File: config.mk
export PLATFORM = sky130hd
export DESIGN_NAME = daq_sample_capture
export DESIGN_NICKNAME = d
export VERILOG_FILES = /design/src/rtl/daq_sample_capture.sv
export SDC_FILE = /design/constraint.sdc
export NUM_CORES = 1
export LEC_CHECK = 0
export BUFFER_PORTS_ARGS = -buffer_cell sky130_fd_sc_hd__buf_2
export CAP_MARGIN = 15
export CORE_UTILIZATION = 37
export CTS_BUF_LIST = sky130_fd_sc_hd__clkbuf_4 sky130_fd_sc_hd__clkbuf_8
export CTS_CLUSTER_DIAMETER = 100
export DETAILED_ROUTE_END_ITERATION = 6
export PLACE_DENSITY = 0.56
export SLEW_MARGIN = 0
export SYNTH_ARGS = -nofsm -noshare
export SYNTH_HDL_FRONTEND = slang
export SYNTH_SLANG_ARGS = --single-unit
File: constraint.sdc
create_clock -name clk_i -period 4 [get_ports clk_i]
set_input_delay 0.4 -clock clk_i [delete_from_list [all_inputs] [get_ports clk_i]]
set_output_delay 0.4 -clock clk_i [all_outputs]
set_load 0.03 [all_outputs]
File: src/rtl/daq_sample_capture.sv
// Purpose: capture NCH ADC samples per conversion, tag them with the channel index and queue them.
// Latency: read-clock rise in cycle N -> FIFO write at end of N+1 -> m_valid_o in N+2 if the FIFO was empty.
// Backpressure: valid/ready output; when the FIFO is full a sample is dropped unless a pop happens that cycle.

module daq_fifo #(
    parameter int W     = 19,
    parameter int DEPTH = 16
) (
    input  logic         clk_i,
    input  logic         reset_n_i,
    input  logic         push_vld,
    input  logic [W-1:0] push_dat,
    input  logic         pop_rdy,
    output logic         pop_vld,
    output logic [W-1:0] pop_dat,
    output logic         full
);
    localparam int AW = $clog2(DEPTH);

    logic [W-1:0] mem [DEPTH];
    logic [AW:0]  wr_ptr;
    logic [AW:0]  rd_ptr;
    logic         empty;
    logic         do_pop;
    logic         do_push;

    assign empty   = (wr_ptr == rd_ptr);
    assign full    = (wr_ptr[AW] != rd_ptr[AW]) && (wr_ptr[AW-1:0] == rd_ptr[AW-1:0]);
    assign do_pop  = pop_rdy & ~empty;
    // A simultaneous pop frees the slot, so a push while full still succeeds.
    assign do_push = push_vld & (~full | do_pop);
    assign pop_vld = ~empty;
    assign pop_dat = mem[rd_ptr[AW-1:0]];

    always_ff @(posedge clk_i) begin
        if (do_push) begin
            mem[wr_ptr[AW-1:0]] <= push_dat;
        end
    end

    always_ff @(posedge clk_i or negedge reset_n_i) begin
        if (!reset_n_i) begin
            wr_ptr <= '0;
            rd_ptr <= '0;
        end else begin
            if (do_push) wr_ptr <= wr_ptr + 1'b1;
            if (do_pop)  rd_ptr <= rd_ptr + 1'b1;
        end
    end
endmodule

module daq_sample_capture #(
    parameter int DATA_W     = 16,
    parameter int NCH        = 8,
    parameter int CH_W       = 3,
    parameter int FIFO_DEPTH = 16
) (
    input  logic                   clk_i,
    input  logic                   reset_n_i,
    input  logic                   en_i,
    input  logic                   busy_i,
    input  logic                   rdclk_i,
    input  logic [DATA_W-1:0]      adc_data_i,
    output logic                   rd_en_o,
    output logic [CH_W+DATA_W-1:0] m_data_o,
    output logic                   m_valid_o,
    input  logic                   m_ready_i,
    output logic                   frame_done_o,
    output logic                   missed_o,
    output logic                   overflow_o,
    input  logic                   clear_i,
    output logic [15:0]            frame_cnt_o
);
    localparam logic [1:0] ST_IDLE    = 2'd0;
    localparam logic [1:0] ST_CAPTURE = 2'd1;
    localparam logic [1:0] ST_DONE    = 2'd2;
    localparam logic [CH_W-1:0] CH_LAST = CH_W'(NCH - 1);

    logic [1:0]             state_q;
    logic [1:0]             state_d;
    logic                   busy_q;
    logic                   rdclk_q;
    logic                   busy_fall;
    logic                   rd_rise;
    logic                   sample_hit;
    logic [CH_W-1:0]        ch_q;
    logic                   cap_vld_q;
    logic [CH_W+DATA_W-1:0] cap_dat_q;
    logic                   rd_en_q;
    logic                   frame_done_q;
    logic                   missed_q;
    logic                   overflow_q;
    logic [15:0]            frame_cnt_q;
    logic                   fifo_full;
    logic                   drop;

    assign busy_fall  = busy_q & ~busy_i;
    assign rd_rise    = rdclk_i & ~rdclk_q;
    assign sample_hit = (state_q == ST_CAPTURE) & rd_rise;
    assign drop       = cap_vld_q & fifo_full & ~m_ready_i;

    always_comb begin
        state_d = state_q;
        case (state_q)
            ST_IDLE:    if (busy_fall && en_i) state_d = ST_CAPTURE;
            ST_CAPTURE: if (rd_rise && ch_q == CH_LAST) state_d = ST_DONE;
            ST_DONE:    state_d = ST_IDLE;
            default:    state_d = ST_IDLE;
        endcase
    end

    always_ff @(posedge clk_i or negedge reset_n_i) begin
        if (!reset_n_i) begin
            state_q      <= ST_IDLE;
            busy_q       <= 1'b0;
            rdclk_q      <= 1'b0;
            ch_q         <= '0;
            cap_vld_q    <= 1'b0;
            cap_dat_q    <= '0;
            rd_en_q      <= 1'b0;
            frame_done_q <= 1'b0;
            missed_q     <= 1'b0;
            overflow_q   <= 1'b0;
            frame_cnt_q  <= '0;
        end else begin
            state_q      <= state_d;
            busy_q       <= busy_i;
            rdclk_q      <= rdclk_i;
            rd_en_q      <= (state_d == ST_CAPTURE);
            frame_done_q <= (state_d == ST_DONE);
            // A conversion end is only usable in IDLE with capture enabled.
            missed_q     <= busy_fall & ((state_q != ST_IDLE) | ~en_i);
            cap_vld_q    <= sample_hit;
            if (sample_hit) begin
                cap_dat_q <= {ch_q, adc_data_i};
            end
            if (state_q == ST_IDLE && state_d == ST_CAPTURE) begin
                ch_q <= '0;
            end else if (sample_hit) begin
                ch_q <= ch_q + 1'b1;
            end
            if (state_q == ST_DONE) begin
                frame_cnt_q <= frame_cnt_q + 16'd1;
            end
            if (drop) begin
                overflow_q <= 1'b1;
            end else if (clear_i) begin
                overflow_q <= 1'b0;
            end
        end
    end

    daq_fifo #(
        .W     (CH_W + DATA_W),
        .DEPTH (FIFO_DEPTH)
    ) u_fifo (
        .clk_i     (clk_i),
        .reset_n_i (reset_n_i),
        .push_vld  (cap_vld_q),
        .push_dat  (cap_dat_q),
        .pop_rdy   (m_ready_i),
        .pop_vld   (m_valid_o),
        .pop_dat   (m_data_o),
        .full      (fifo_full)
    );

    assign rd_en_o      = rd_en_q;
    assign frame_done_o = frame_done_q;
    assign missed_o     = missed_q;
    assign overflow_o   = overflow_q;
    assign frame_cnt_o  = frame_cnt_q;
endmodule

==> metrics.md <==
| Metric | Value |
|---|---|
| Die area | `38400 um^2` |
| Ordered list of cells on the worst path | `buf_4, mux4_2, o22ai_1, nor2_1, buf_2` |
| HP Class | `primary input to flop` |
| Final setup fails | `0` |
| Slew Limit Fails | `0` |
| First drt pass iteration count | `5` |
| FP Rows | `70` |
| Final Power | `0.0119 W` |
| Die extent in y | `196 um` |
| WP data required | `3.60 ns` |
| RSZ-0062 raised after global routing | `false` |
| Total Nets Final | `838` |
| Starting density of the core | `0.378` |
| Mapped Avg Cell Area | `20.5 um^2` |
| Status | `complete, no violations` |
| Non-Filler Instances | `1324` |
| Worst skew pair latency | `0.60 ns` |
| Reg-to-reg critical path startpoint | `u_fifo.rd_ptr[1]` |
| Critical Path Slowest Stage Cell | `buf_4` |
| Cells after Synth | `680` |
| Leakage | `5.59 nW` |
| 1st-iter DRT viols | `483` |
| Fill count | `3163` |
| Async SR Flop Fraction | `0.158` |
| Hold slack | `0.0348 ns` |
| Placed cells | `1201` |
| Post-route DRC violation count | `0` |
| Max Freq | `284 MHz` |
| I/O Buffers | `62` |
| FF+latch area | `10600 um^2` |
| Global Route Usage Sum | `0.164` |
| Setup Skew | `0.0143 ns` |
| Crit path capture type | `output port` |
| Period minus WS final | `3.52 ns` |
| Hold path depth | `2` |
| CP max stage delay | `0.63 ns` |
| Main synth FF type | `edfxtp_1` |
| # diodes | `0` |
| I/O pin total | `63` |
| WP data arrival | `3.12 ns` |
| Number of synthesis warnings | `0` |
| Worst rel slew slack | `0.307` |
| Hold worst-path end | `cap_dat_q[15]` |
| Max-Cap Viols | `0` |
| Syn nets | `711` |
| Avg Vias per Cell | `5.27` |
| First-pass GRT wire length | `46.8 mm` |
| Commonest non-fill, non-tap cells in the layout | `edfxtp_1, mux4_2, clkbuf_8` |
| Design area | `16300 um^2` |
| Multi-input gate area | `3250 um^2` |
| Area Overhead vs Synth | `17.0%` |
| Part of the cycle the worst path needs | `0.879` |
| Clock tree root driver cell | `clkbuf_8` |
| Clock Sinks | `361` |
| Maximum fanout along the worst path | `32` |
| Antenna violations before repair | `0` |
| Final hold violations | `0` |
| Placement Cell Area | `14900 um^2` |
| CP Class | `flop to output port` |
| Final wirelength | `30.3 mm` |
| Clock Pin Slew Worst Setup and Hold Paths | `0.06 ns` |
| Post-Syn Area | `13900 um^2` |
| Fraction of layout cells with a size suffix above 1 | `0.361` |
| Most common cell after layout, fill and taps aside | `edfxtp_1` |
| VDD IR max | `0.258 mV` |
| Pwr/cell area | `733 nW/um^2` |
| Reg2reg path depth | `5` |
| Seq cells post-synth | `361` |
| Antenna-violating nets left | `0` |
| RR Endpoint | `u_fifo.mem[4][18]` |
| Vias in the first global route | `7607` |
| Core outline area | `36800 um^2` |
| Vias | `6972` |
| Num CTS Buffers | `58` |
| Routed len/inst | `22.9 um` |
| Post-synthesis sequential area ratio | `0.758` |
| H-tree Lvls | `2` |
| HPWL Detailed | `17.9 mm` |
| Die Width | `196 um` |
| CP startpoint kind | `flop` |
| Largest net degree at the start of global routing | `44` |
| Final TNS setup | `0 ns` |
| Hold wc startpoint | `adc_data_i[15]` |
| Yosys cell types | `42` |
| Grt ovf | `0` |
| Clk buf depth | `3` |
| Slew @ Worst Pin | `1.03 ns` |
| CTS tree | `done` |
| Post-synth EDFFs | `304` |
| GPL Wtd Cong | `0.774` |
| R2R setup slack | `1.25 ns` |
==> layout make-up <==
class                           count  area share
Multi-Input combinational cell    279       0.199
Timing Repair Buffer              101      0.0399
Inverter                            6     0.00138
Sequential cell                   361       0.648
Clock inverter                     18     0.00653
Clock buffer                       91      0.0684
Tap cell                          468      0.0360
==> metal layers <==
metal	wire, um	vias up	track usage
li1	-	3039	-
met5	0	-	0
met1	13000	3683	0.221
met3	1470	54	0.0287
met4	658	0	0.0515
met2	15100	196	0.272
==> worst max-delay path by stage <==
stage	from	to	slack, ns	depth (start not counted)
after floorplan	u_fifo.rd_ptr[1]	u_fifo.mem[0][0]	0.63	6
after global placement	u_fifo.rd_ptr[0]	m_data_o[17]	1.06	5
after detailed placement	u_fifo.rd_ptr[0]	m_data_o[17]	1.07	5
after CTS	u_fifo.rd_ptr[0]	m_data_o[17]	0.41	5
after global routing	u_fifo.rd_ptr[0]	m_data_o[17]	0.28	5
final	u_fifo.rd_ptr[0]	m_data_o[17]	0.48	5
==> report_power, final <==
part           internal (W)  total [W]  switching (W)
registers           0.00487    0.00560       0.000726
clock network       0.00183    0.00325        0.00142
logic               0.00131    0.00309        0.00178
total               0.00801     0.0119        0.00393
==> cells by family after synthesis <==
group / after synthesis / share of synthesized area
XOR/XNOR: 27 / 0.0191
AO/OA/AOI/OAI: 50 / 0.0236
multiplexers: 100 / 0.142
flip-flops: 361 / 0.758
AND/OR/NAND/NOR: 94 / 0.0357
adder cells (fa/ha/maj): 8 / 0.00719
buffers and inverters: 40 / 0.0138
==> timing repair <==
action	CTS	global route
hold buffers	14	0
resized for setup	0	0
endpoints found under the hold margin	50	0
endpoints found under the setup margin	0	0
setup buffers	0	0
==> state kept, by name, indices dropped and copies added (netlist names) <==
register	flops
busy_q	1
cap_dat_q	19
cap_vld_q	1
ch_q	3
frame_cnt_o	16
frame_done_o	1
missed_o	1
overflow_o	1
rd_en_o	1
rdclk_q	1
state_q	2
u_fifo.mem	304
u_fifo.rd_ptr	5
u_fifo.wr_ptr	5
==> Yosys cell counts, types with 8 or more instances <==
cell      count  area, um^2
nand2b_1      8        50.1
mux2_2       16         180
nor2_1       31         116
xnor2_1      16         140
edfxtp_1    304        9130
buf_2        18        90.1
o22ai_1      38         238
nor3_1       12        60.1
dfrtp_1      57        1430
mux4_2       76        1710
clkbuf_1      8        30.0
nand3_1       8        40.0
nand2_1      11        41.3
ha_1          8         100
==> worst max-delay path, delay by kind of cell, from the launching register on <==
family | cells | cell delay [ns]
compound gates | 1 | 0.41
simple gates | 1 | 0.08
flops | 1 | 0.60
buf+inv | 2 | 0.82
mux | 1 | 0.59
==> stage by stage <==
stage | utilization | setup slack [ns]
finish | 0.443 | 0.483
global route | 0.443 | 0.279
CTS | 0.443 | 0.415
detailed placement | 0.406 | 1.07
global placement | 0.406 | 1.06
floorplan | - | 0.629
Power figures use the tool's default switching activity.
